### src/rtl/pipe_hazard_ctrl_if.sv
// Hazard controller bundle: ID operands, redirect, MEM handshake,
// per-stage stall/flush vectors and performance counters.
interface pipe_hazard_ctrl_if #(
    parameter int NUM_STAGES = 5,
    parameter int REG_ADDR_W = 5,
    parameter int CNT_W      = 32
);
    logic                  id_valid;
    logic [REG_ADDR_W-1:0] id_rs1;
    logic [REG_ADDR_W-1:0] id_rs2;
    logic                  id_uses_rs1;
    logic                  id_uses_rs2;
    logic [REG_ADDR_W-1:0] id_rd;
    logic                  id_is_load;
    logic                  take_branch;
    logic                  mem_req;
    logic                  mem_ready;
    logic [NUM_STAGES-1:0] stall;
    logic [NUM_STAGES-1:0] flush;
    logic                  load_use_hazard;
    logic                  issue;
    logic [CNT_W-1:0]      stall_cycles;
    logic [CNT_W-1:0]      flush_events;

    modport master (
        output id_valid, id_rs1, id_rs2, id_uses_rs1, id_uses_rs2,
        output id_rd, id_is_load, take_branch, mem_req, mem_ready,
        input  stall, flush, load_use_hazard, issue,
        input  stall_cycles, flush_events
    );

    modport slave (
        input  id_valid, id_rs1, id_rs2, id_uses_rs1, id_uses_rs2,
        input  id_rd, id_is_load, take_branch, mem_req, mem_ready,
        output stall, flush, load_use_hazard, issue,
        output stall_cycles, flush_events
    );
endinterface

### src/rtl/pipe_hazard_ctrl.sv
// Pipeline hazard controller: load scoreboard, MEM ready stall,
// branch flush, per-stage stall/flush vectors, saturating counters.
module pipe_hazard_ctrl #(
    parameter int NUM_STAGES = 5,
    parameter int BR_STAGE   = 2,
    parameter int MEM_STAGE  = 3,
    parameter int REG_ADDR_W = 5,
    parameter int LOAD_LAT   = 1,
    parameter int CNT_W      = 32
) (
    input logic              clk,
    input logic              rst,
    pipe_hazard_ctrl_if.slave bus
);
    localparam int NREG = 1 << REG_ADDR_W;
    localparam int SB_W = (LOAD_LAT > 0) ? $clog2(LOAD_LAT + 1) : 1;

    localparam logic [NUM_STAGES-1:0] MS_STALL =
        NUM_STAGES'((1 << MEM_STAGE) - 1);
    localparam logic [NUM_STAGES-1:0] MS_FLUSH =
        NUM_STAGES'(1 << MEM_STAGE);
    localparam logic [NUM_STAGES-1:0] BR_FLUSH =
        NUM_STAGES'((1 << BR_STAGE) - 1);
    localparam logic [NUM_STAGES-1:0] HZ_STALL = NUM_STAGES'(3);
    localparam logic [NUM_STAGES-1:0] HZ_FLUSH = NUM_STAGES'(2);

    logic                  w_mem_stall;
    logic                  w_hazard;
    logic                  w_issue;
    logic                  w_set;
    logic                  w_br_acc;
    logic                  w_luh;
    logic [NREG-1:0]       w_busy;
    logic [NUM_STAGES-1:0] w_stall;
    logic [NUM_STAGES-1:0] w_flush;
    logic [CNT_W-1:0]      r_stall_cycles;
    logic [CNT_W-1:0]      r_flush_events;

    assign w_mem_stall = bus.mem_req & ~bus.mem_ready;

    assign w_hazard = bus.id_valid &
        ((bus.id_uses_rs1 & w_busy[bus.id_rs1]) |
         (bus.id_uses_rs2 & w_busy[bus.id_rs2]));

    assign w_br_acc = bus.take_branch & ~w_mem_stall;

    assign w_issue = ~rst & bus.id_valid & ~w_mem_stall &
                     ~bus.take_branch & ~w_hazard;

    assign w_set = w_issue & bus.id_is_load & (bus.id_rd != '0);

    always_comb begin
        w_stall = '0;
        w_flush = '0;
        w_luh   = 1'b0;
        priority case (1'b1)
            rst: w_flush = '1;
            w_mem_stall: begin
                w_stall = MS_STALL;
                w_flush = MS_FLUSH;
            end
            bus.take_branch: w_flush = BR_FLUSH;
            w_hazard: begin
                w_stall = HZ_STALL;
                w_flush = HZ_FLUSH;
                w_luh   = 1'b1;
            end
            default: ;
        endcase
    end

    generate
        if (LOAD_LAT > 0) begin : g_sb
            logic [SB_W-1:0] r_cnt [NREG];

            // Entries freeze while MEM is waiting; a new load wins over decrement.
            always_ff @(posedge clk) begin
                if (rst) begin
                    for (int i = 0; i < NREG; i++) r_cnt[i] <= '0;
                end else if (!w_mem_stall) begin
                    for (int i = 0; i < NREG; i++) begin
                        if (i == 0)
                            r_cnt[i] <= '0;
                        else if (w_set && bus.id_rd == REG_ADDR_W'(i))
                            r_cnt[i] <= SB_W'(LOAD_LAT);
                        else if (r_cnt[i] != '0)
                            r_cnt[i] <= r_cnt[i] - SB_W'(1);
                    end
                end
            end

            always_comb begin
                w_busy = '0;
                for (int i = 1; i < NREG; i++)
                    w_busy[i] = (r_cnt[i] != '0);
            end
        end else begin : g_nosb
            assign w_busy = '0;
        end
    endgenerate

    always_ff @(posedge clk) begin
        if (rst) begin
            r_stall_cycles <= '0;
            r_flush_events <= '0;
        end else begin
            if (w_stall[0] && r_stall_cycles != '1)
                r_stall_cycles <= r_stall_cycles + CNT_W'(1);
            if (w_br_acc && r_flush_events != '1)
                r_flush_events <= r_flush_events + CNT_W'(1);
        end
    end

    assign bus.stall           = w_stall;
    assign bus.flush           = w_flush;
    assign bus.load_use_hazard = w_luh;
    assign bus.issue           = w_issue;
    assign bus.stall_cycles    = r_stall_cycles;
    assign bus.flush_events    = r_flush_events;
endmodule
### src/flat_wrapper.sv
// flat-port wrapper written by rule: the top's interface ports become plain ports
module pipe_hazard_ctrl_flat 
#(
    parameter int NUM_STAGES = 5,
    parameter int BR_STAGE   = 2,
    parameter int MEM_STAGE  = 3,
    parameter int REG_ADDR_W = 5,
    parameter int LOAD_LAT   = 1,
    parameter int CNT_W      = 32
)
  (clk, rst, bus_id_valid, bus_id_rs1, bus_id_rs2, bus_id_uses_rs1, bus_id_uses_rs2, bus_id_rd, bus_id_is_load, bus_take_branch, bus_mem_req, bus_mem_ready, bus_stall, bus_flush, bus_load_use_hazard, bus_issue, bus_stall_cycles, bus_flush_events);
  pipe_hazard_ctrl_if #(.NUM_STAGES(NUM_STAGES), .REG_ADDR_W(REG_ADDR_W), .CNT_W(CNT_W)) bus_i ();
  input logic clk;
  input logic rst;
  input wire logic [$bits(bus_i.id_valid)-1:0] bus_id_valid;
  input wire logic [$bits(bus_i.id_rs1)-1:0] bus_id_rs1;
  input wire logic [$bits(bus_i.id_rs2)-1:0] bus_id_rs2;
  input wire logic [$bits(bus_i.id_uses_rs1)-1:0] bus_id_uses_rs1;
  input wire logic [$bits(bus_i.id_uses_rs2)-1:0] bus_id_uses_rs2;
  input wire logic [$bits(bus_i.id_rd)-1:0] bus_id_rd;
  input wire logic [$bits(bus_i.id_is_load)-1:0] bus_id_is_load;
  input wire logic [$bits(bus_i.take_branch)-1:0] bus_take_branch;
  input wire logic [$bits(bus_i.mem_req)-1:0] bus_mem_req;
  input wire logic [$bits(bus_i.mem_ready)-1:0] bus_mem_ready;
  output wire logic [$bits(bus_i.stall)-1:0] bus_stall;
  output wire logic [$bits(bus_i.flush)-1:0] bus_flush;
  output wire logic [$bits(bus_i.load_use_hazard)-1:0] bus_load_use_hazard;
  output wire logic [$bits(bus_i.issue)-1:0] bus_issue;
  output wire logic [$bits(bus_i.stall_cycles)-1:0] bus_stall_cycles;
  output wire logic [$bits(bus_i.flush_events)-1:0] bus_flush_events;
  assign bus_i.id_valid = bus_id_valid;
  assign bus_i.id_rs1 = bus_id_rs1;
  assign bus_i.id_rs2 = bus_id_rs2;
  assign bus_i.id_uses_rs1 = bus_id_uses_rs1;
  assign bus_i.id_uses_rs2 = bus_id_uses_rs2;
  assign bus_i.id_rd = bus_id_rd;
  assign bus_i.id_is_load = bus_id_is_load;
  assign bus_i.take_branch = bus_take_branch;
  assign bus_i.mem_req = bus_mem_req;
  assign bus_i.mem_ready = bus_mem_ready;
  assign bus_stall = bus_i.stall;
  assign bus_flush = bus_i.flush;
  assign bus_load_use_hazard = bus_i.load_use_hazard;
  assign bus_issue = bus_i.issue;
  assign bus_stall_cycles = bus_i.stall_cycles;
  assign bus_flush_events = bus_i.flush_events;
  pipe_hazard_ctrl #(.NUM_STAGES(NUM_STAGES), .BR_STAGE(BR_STAGE), .MEM_STAGE(MEM_STAGE), .REG_ADDR_W(REG_ADDR_W), .LOAD_LAT(LOAD_LAT), .CNT_W(CNT_W)) u_core (.clk(clk), .rst(rst), .bus(bus_i));
endmodule
### config.mk
export PLATFORM = sky130hd
export DESIGN_NAME = pipe_hazard_ctrl_flat
export DESIGN_NICKNAME = d
export VERILOG_FILES = /design/src/rtl/pipe_hazard_ctrl_if.sv /design/src/rtl/pipe_hazard_ctrl.sv /design/src/flat_wrapper.sv
export SDC_FILE = /design/constraint.sdc
export NUM_CORES = 1
export LEC_CHECK = 0
export BUFFER_PORTS_ARGS = -buffer_cell sky130_fd_sc_hd__clkbuf_2
export CORE_MARGIN = 5
export CORE_UTILIZATION = 40
export CTS_BUF_LIST = sky130_fd_sc_hd__clkbuf_2 sky130_fd_sc_hd__clkbuf_4 sky130_fd_sc_hd__clkbuf_8
export CTS_CLUSTER_DIAMETER = 150
export CTS_CLUSTER_SIZE = 20
export DETAILED_ROUTE_END_ITERATION = 12
export GPL_TIMING_DRIVEN = 0
export PLACE_DENSITY = 0.61
export SLEW_MARGIN = 20
export SYNTH_ARGS = -nofsm -noshare
export SYNTH_HDL_FRONTEND = slang
export SYNTH_SLANG_ARGS = --single-unit
### constraint.sdc
create_clock -name clk -period 2.5 [get_ports clk]
set_input_delay 0.125 -clock clk [delete_from_list [all_inputs] [get_ports clk]]
set_output_delay 0.125 -clock clk [all_outputs]
set_load 0.05 [all_outputs]
======== Word-level counts from Yosys, hierarchy flattened ========
Memories as Yosys holds them, arrays and structs flattened.
Index checks and enable logic that the tools add are counted.
cells by class
  shift-type cells ........................ 0
  reductions and logical operators ........ 34
  bitwise operators ....................... 80
  equal/unequal tests ..................... 33
  order comparisons ....................... 2
  multiplexer cells ....................... 363
  divide/modulo/power cells ............... 0
  add/sub/neg operators ................... 33
  multipliers ............................. 0
operator list
  cell                     count
  $mux W1                  353
  $eq A5 B5 Y1 const B     16
  $add A32 B1 Y32 const B  2
  $ne A32 B32 Y1 const B   2
  $or A1 B1 Y1             64
  $eq A5 B4 Y1 const B     8
  $logic_and A1 B1 Y1      33
  $sub A1 B1 Y1 const B    31
  $eq A5 B3 Y1 const B     4
  $lt A5 B6 Y1 const B     2
  $and A1 B1 Y1            11
  $bmux W1 S5              2
  $eq A5 B2 Y1 const B     2
  $mux W2                  4
  $mux W3                  2
  $eq A5 B1 Y1 const B     1
  $mux W5                  1
  $not A1 Y1               5
  $reduce_bool A5 Y1       1
  $mux W4                  1
storage, ports and cells
  memory bits (read-only) ................. 0
  output and inout bits ................... 76
  bits in writable memories ............... 32
  bits in latches ......................... 0
  memories ................................ 1
  register bits after elaboration ......... 64
  logic and storage cells ................. 548
  input port bits ......................... 24
memory list
  name               words  bits a word  read ports  clocked after memory_dff  wr ports  RTL line                source
  u_core.g_sb.r_cnt  32     1            31          0                         32        pipe_hazard_ctrl.sv:74  logic [SB_W-1:0] r_cnt [NREG];

======== Depth between registers and ports, before layout ========
Gate-level depths: netlist of the first run.
An unclocked memory read counts as a cell.
  depth in word-level cells ............... 17
  mapped depth ............................ 10
  mapped depth without buffers ............ 8

======== Worst setup path before layout of the first run ========
No wires, ideal clock.
  path kind ............................... reg2reg
  start ................................... memory u_core.g_sb.r_cnt[1][5] (netlist bit)
  end ..................................... memory u_core.g_sb.r_cnt[0][4] (netlist bit) (enable)
  library setup time ...................... 320 ps
  stages on the path, launching flop included .. 9
  clock period less this slack ............ 3227 ps
  path buffers ............................ 1
  data required time ...................... 2180 ps
  slack ................................... -727 ps
  arrival time ............................ 2907 ps
  path through ............................ edfxtp_1 -> mux4_2 -> a221oi_1 -> a21o_1 -> a21boi_1 -> nor3_2 -> nand3b_1 -> buf_2 -> o31ai_1
RTL lines
  element      RTL line
  from (decl)  pipe_hazard_ctrl.sv:74

==> flow_summary_export.csv, run 1 <==
group,metric,value,unit
status,status,"complete, but fails checks",
status,violations,"negative setup slack",
sta,hold_viol,0,
sta,slew_headroom,16.4,%
sta,tightest_slew,1250,ps
critical_path,cp.arrival,3060,ps
routing,ant_nets,0,
placed_design,post-place-ws,-521,ps
routing,firstDrtPassIters,5,
critical_path,cp-start-kind,"flip-flop",
floorplan,io_pins,100,
final_layout,drive_gt1_share,38.9,%
routing,viasPerCell,6.12,
cts,cts_num_sinks,95,
pwr,p_switching,1.05,mW
sta,setup_viol,67,
synth,yosysWarningCount,0,
sta,hold-worst-slack,218,ps
placed_design,globalplace.congestion,0.907,
final_layout,nNetsFinal,807,
floorplan,coreArea,14400,um^2
sta,finClkSkew,27.3,ps
synth,ys_ff_latch,95,
synth,synth-seq-area-share,38.3,%
routing,num_vias,5937,
pwr,pwr-share-clk,34.1,%
synth,syn_avg_cell_area,8.96,um^2
floorplan,die_x,130,um
cts,cts_root_buffer,"clkbuf_8",
pwr,seqPwrFrac,47.3,%
global_route,track_usage,22.0,%
pwr,p_per_area,438,nW/um^2
synth,yosysTopAreaCell,"dfxtp_1",
floorplan,fp.dieH,130,um
critical_path,critPathRequiredTime,2780,ps
final_layout,postLayoutCellArea,8150,um^2
placed_design,numPortBuffers,93,
sta,drv_slew,0,
critical_path,worstReg2RegStart,"u_core.g_sb.r_cnt[0][5]",
pwr,p_leak,3.07,nW
routing,wl_per_cell,20.5,um
global_route,grt_first_pass_wirelength,29400,um
cts,htree_levels,3,
global_route,grt_overflow_total,0,
cts,tritoncts,"yes",
routing,drtIter0Drc,595,
synth,syn_inst,645,
synth,yosys-top-cells-area,"dfxtp_1 (22%), edfxtp_1 (16%), mux4_2 (5.5%), a21oi_1 (4.0%), nor2_1 (3.2%)",
cts,clkLatencyLatePin,390,ps
hold_path,min-delay-start,"bus_id_rd[4]",
sta,fin_crit,2780,ps
cts,numCtsBuffers,9,
hold_path,hold_path_class,"in -> reg",
floorplan,start_util,40.2,%
critical_path,rrSetupSlack,-280,ps
pwr,irDropWorstVdd,0.320,mV
synth,synth_edf_count,31,
final_layout,areaGrowthSynthToFinish,41.0,%
pwr,intPower,2.52,mW
synth,yosysTopAreaCellShare,22.2,%
hold_path,holdPathStages,2,
placed_design,hpwlAfterDp,13000,um
critical_path,crit_type,"reg -> reg",
critical_path,critPathMaxFanout,5,
global_route,grt_max_degree,17,
critical_path,r2r-end,"u_core.bus.stall_cycles[19]",
sta,tns,-8180,ps
placed_design,placedInstanceArea,6570,um^2
routing,drc,0,
critical_path,worstRegToRegCells,9,
pwr,p_sw_share,29.5,%
critical_path,cp-endpoint,"u_core.bus.stall_cycles[19]",
global_route,grt_antenna_before_repair,0,
run,cap_violations,0,
critical_path,end_kind,"flip-flop",
synth,async_flop_share,0,%
synth,dominantRegCellSynth,"dfxtp_1",
synth,yosysUniqueCellTypes,59,
final_layout,diodes,0,
critical_path,crit_start,"u_core.g_sb.r_cnt[0][5]",
cts,clkTransAtPathRegs,100,ps
sta,fin_crit_sh,111,%
floorplan,design.die.area,16900,um^2
cts,clk_path_buf_depth,2,
synth,synthesis.area,5780,um^2
sta,rsz0062_at_grt,"true",
floorplan,rows,44,
global_route,grt_pass1_vias,5611,
sta,fin_ws,-275,ps
pwr,pwr-share-comb,18.6,%
routing,routed_wl,19900,um
pwr,power,3.57,mW
sta,achievable-frequency,0.360,GHz
==> how the worst min path moves through the flow <==
stage                                       to  slack, ps
finish                u_core.g_sb.r_cnt[0][10]        220
global route           u_core.g_sb.r_cnt[0][2]        220
CTS                    u_core.g_sb.r_cnt[0][2]        120
detailed placement  u_core.bus.stall_cycles[6]        440
global placement    u_core.bus.stall_cycles[6]        440
floorplan             u_core.g_sb.r_cnt[0][10]        320
==> cell families after synthesis <==
logic type | Yosys count | synth area share [%]
compound gates | 135 | 15.7
flops | 95 | 38.3
fa+ha+maj | 2 | 0.433
mux | 31 | 8.69
xor+xnor | 29 | 4.40
simple gates | 279 | 26.8
buf+inv | 73 | 5.65
other cells | 1 | 0.0649
==> synthesized netlist by cell type, types with 4 or more instances <==
master    count
mux2i_1       4
mux2_1        8
edfxtp_1     31
and2_1        7
nand3_1      28
and3_1       18
xor2_1       15
buf_4         6
nand2_1      34
xnor2_1      14
nand4_1      23
nor4_1       27
mux4_2       14
o31ai_1      14
nand2b_1      5
inv_1        11
or4_1         6
o21a_1        4
and4_1       18
a21o_1       12
nor3_1       22
buf_1         4
nor2_1       49
mux2_2        5
nor2b_1      22
or3_1         8
o31a_1        4
o21ai_0      22
clkbuf_1     42
o41ai_1       9
buf_2         6
or2_2         4
a21oi_1      46
dfxtp_1      64
==> placed cells by master (no fill, tap or decap), types with 7 or more instances in the layout <==
cell / count
buf_6: 24
buf_4: 17
inv_1: 11
and3_1: 16
mux2_4: 10
and4_1: 15
o21ai_0: 8
o31ai_4: 9
clkbuf_1: 31
o21ai_2: 13
nor2_1: 47
a21oi_1: 38
a21oi_2: 7
edfxtp_1: 31
nor3_1: 21
nor4_1: 10
a21o_1: 12
clkbuf_2: 91
clkbuf_8: 10
and2_1: 7
xor2_1: 15
nor4_4: 14
mux4_2: 14
dfxtp_2: 7
nand2_1: 28
xnor2_1: 14
nor2b_1: 21
nand4_1: 23
dfxtp_1: 57
nand3_1: 25
==> per-stage QoR <==
step | cells | utilization, %
detailed placement | 923 | 45.7
global placement | 923 | 45.7
floorplan | 646 | -
finish | 970 | 56.7
global route | 970 | 56.7
CTS | 960 | 52.4
==> registers in the layout, indices dropped and copies added, names as in the netlist <==
name / cells
u_core.g_sb.r_cnt: 31
u_core.bus.stall_cycles: 32
u_core.bus.flush_events: 32
==> layer usage <==
metal / track usage (%) / part of all wire (%)
met1: 29.7 / 41
met2: 34.6 / 47
met3: 5.40 / 8.9
met4: 7.33 / 2.3
met5: 0 / 0
==> power groups by stage <==
stage	clock network, mW	logic, mW	registers, mW
3_5_place_dp	0	0.473	1.72
3_3_place_gp	0	0.466	1.72
6_report	1.22	0.665	1.69
5_1_grt	1.31	0.703	1.69
4_1_cts	1.22	0.586	1.68
2_1_floorplan	0	0.328	1.72
==> cell type report <==
| type | count | area [um^2] |
|---|---|---|
| timing repair buffer | 129 | 943 |
| inverter | 12 | 47.5 |
| buffer | 56 | 357 |
| tap | 184 | 230 |
| clock inverter | 5 | 86.3 |
| sequential | 95 | 2220 |
| multi-input combinational | 478 | 4120 |
| clock buffer | 11 | 145 |
| fill | 1226 | 6220 |
==> critical path: stages (launching register included) <==
cell,delay [ps]
edfxtp_1,440
mux2i_1,110
mux4_2,490
a32oi_2,180
and4_1,260
a311oi_4,50
buf_6,190
buf_6,130
or4_4,510
mux2_4,310
==> timing repair <==
| item | in CTS | in global routing |
|---|---|---|
| endpoints found under the setup margin | 102 | 114 |
| gates cloned | 4 | 0 |
| buffers inserted | 19 | 16 |
| pin swaps | 38 | 32 |
| resized for setup | 116 | 111 |
| hold buffers | 0 | 0 |
(Power assumes the default switching activity.)
==> run 2, diff against run 1 <==
==> constraint.sdc (replaced) <==
create_clock -name clk -period 2.5 [get_ports clk]
set_input_delay 0.5 -clock clk [delete_from_list [all_inputs] [get_ports clk]]
set_output_delay 0.5 -clock clk [all_outputs]
set_load 0.05 [all_outputs]
==> flow_summary_export.csv, run 2 (synthesis results as in run 1) <==
group,metric,value,unit
critical_path,cp.arrival,2630,ps
floorplan,start_util,40.2,%
sta,fin_ws,-629,ps
global_route,grt_max_degree,18,
global_route,globalRouteMet3Util,7.86,%
cts,cts_num_sinks,95,
cts,clkTransAtPathRegs,100,ps
global_route,grt_antenna_before_repair,0,
status,violations,"negative setup slack",
final_layout,instances_no_fill,977,
global_route,grt_use_met1,29.5,%
cts,tritoncts,"yes",
cts,numCtsBuffers,9,
sta,slew_headroom,16.8,%
cts,htree_levels,3,
global_route,grt_pass1_vias,5748,
final_layout,filler_cell_count,1179,
routing,ant_nets,0,
placed_design,numPortBuffers,93,
final_layout,postLayoutCellArea,8250,um^2
sta,drv_slew,0,
critical_path,crit_type,"reg -> out",
floorplan,io_pins,100,
cts,clk_path_buf_depth,2,
routing,drc,0,
global_route,grt_overflow_total,0,
routing,num_vias,5982,
critical_path,critPathMaxFanout,4,
run,cap_violations,0,
final_layout,final_common_cell,"clkbuf_2",
sta,tightest_slew,1250,ps
critical_path,end_kind,"output pin",
routing,wl_per_cell,20.2,um
pwr,p_leak,3.12,nW
hold_path,min-delay-start,"u_core.bus.stall_cycles[6]",
critical_path,critPathRequiredTime,2000,ps
cts,clkLatencyLatePin,400,ps
placed_design,placedInstanceArea,6680,um^2
final_layout,diodes,0,
sta,finClkSkew,8.21,ps
critical_path,worstReg2RegStart,"u_core.g_sb.r_cnt[1][7]",
floorplan,rows,44,
routing,drtIter0Drc,508,
final_layout,drive_gt1_share,38.6,%
sta,hold_viol,0,
sta,rsz0062_at_grt,"true",
routing,firstDrtPassIters,5,
floorplan,die_x,130,um
sta,fin_crit_sh,125,%
pwr,irDropWorstVdd,0.237,mV
global_route,grtUsageMet2,36.1,%
hold_path,hold_path_class,"reg -> reg",
floorplan,fp.dieH,130,um
status,status,"complete, but fails checks",
cts,cts_root_buffer,"clkbuf_8",
placed_design,post-place-ws,-1090,ps
floorplan,coreArea,14400,um^2
final_layout,mostFrequentLayoutCells,"clkbuf_2 (93), dfxtp_1 (58), nor2_1 (47), a21oi_1 (44), edfxtp_1 (31)",
floorplan,design.die.area,16900,um^2
global_route,track_usage,22.7,%
critical_path,crit_start,"u_core.g_sb.r_cnt[1][7]",
sta,fin_crit,3130,ps
final_layout,nNetsFinal,814,
sta,achievable-frequency,0.320,GHz
routing,viasPerCell,6.12,
global_route,grt_first_pass_wirelength,30100,um
critical_path,cp-start-kind,"flip-flop",
routing,routed_wl,19700,um
placed_design,hpwlAfterDp,13000,um
placed_design,globalplace.congestion,0.887,
placed_design,placedCellCount,923,
final_layout,areaGrowthSynthToFinish,42.9,%
sta,setup_viol,96,
pwr,p_per_area,412,nW/um^2
global_route,grt-busiest-layer,"met2",
cts,holdBufCountCts,0,
-- run 2: cell types whose count changed in the layout (fill, tap and decap cells not counted), sizes merged --
cell    delta
clkinv     +5
bufinv     -2
buf        +7
inv        -1
clkbuf     -2
-- run 2: layout make-up --
| type | instances | area (um^2) | area share [%] |
|---|---|---|---|
| multi-input combinational | 478 | 4170 | 50.5 |
| sequential | 95 | 2220 | 26.9 |
| timing repair buffer | 136 | 1020 | 12.4 |
| buffer | 56 | 385 | 4.67 |
| tap | 184 | 230 | 2.79 |
| clock buffer | 9 | 124 | 1.50 |
| clock inverter | 7 | 57.6 | 0.697 |
| inverter | 12 | 47.5 | 0.576 |
-- run 2: worst max-delay path, stage by stage, from the launching register on --
cell and delay [ps]:
edfxtp_1 430, mux4_2 520, mux2i_4 220, a31oi_2 140, and4_4 200, a311oi_4 350, inv_4 90, buf_8 130
clkbuf_16 160
-- run 2: repair_timing --
item | CTS | global route
pin swaps | 62 | 16
buffers inserted | 32 | 10
gates resized for setup | 145 | 65
setup endpoints to repair | 103 | 119
cloned | 6 | 0
-- run 2: worst paths after layout --
path,slack (ps),end,cells past startpoint
max,-630,bus_stall[1],8
min reg2reg,500,u_core.bus.stall_cycles[6],1
max reg2reg,-480,u_core.g_sb.r_cnt[0][8],11
min,500,u_core.bus.stall_cycles[6],1
-- run 2: per-stage QoR --
step / utilization [%] / hold WS [ps] / power (mW) / setup TNS, ps
2_1_floorplan: - / 571 / 2.07 / -18370
3_3_place_gp: 46.5 / 440 / 2.21 / -72890
3_5_place_dp: 46.5 / 446 / 2.22 / -73940
4_1_cts: 55.0 / 496 / 3.35 / -22390
5_1_grt: 57.4 / 524 / 3.52 / -31770
6_report: 57.4 / 496 / 3.40 / -24510
-- run 2: where the power goes --
part | internal, mW | switching, mW | leakage [nW]
combinational | 0.293 | 0.424 | 2.18
sequential | 1.64 | 0.0396 | 0.846
clock | 0.375 | 0.628 | 0.0956
-- run 2: routing by layer --
metal  part of all wire [%]  vias to the layer above
li1                       -                     2732
met1                     40                     2901
met2                     48                      294
met3                     10                       55
met4                    2.2                        0
met5                      0                        -
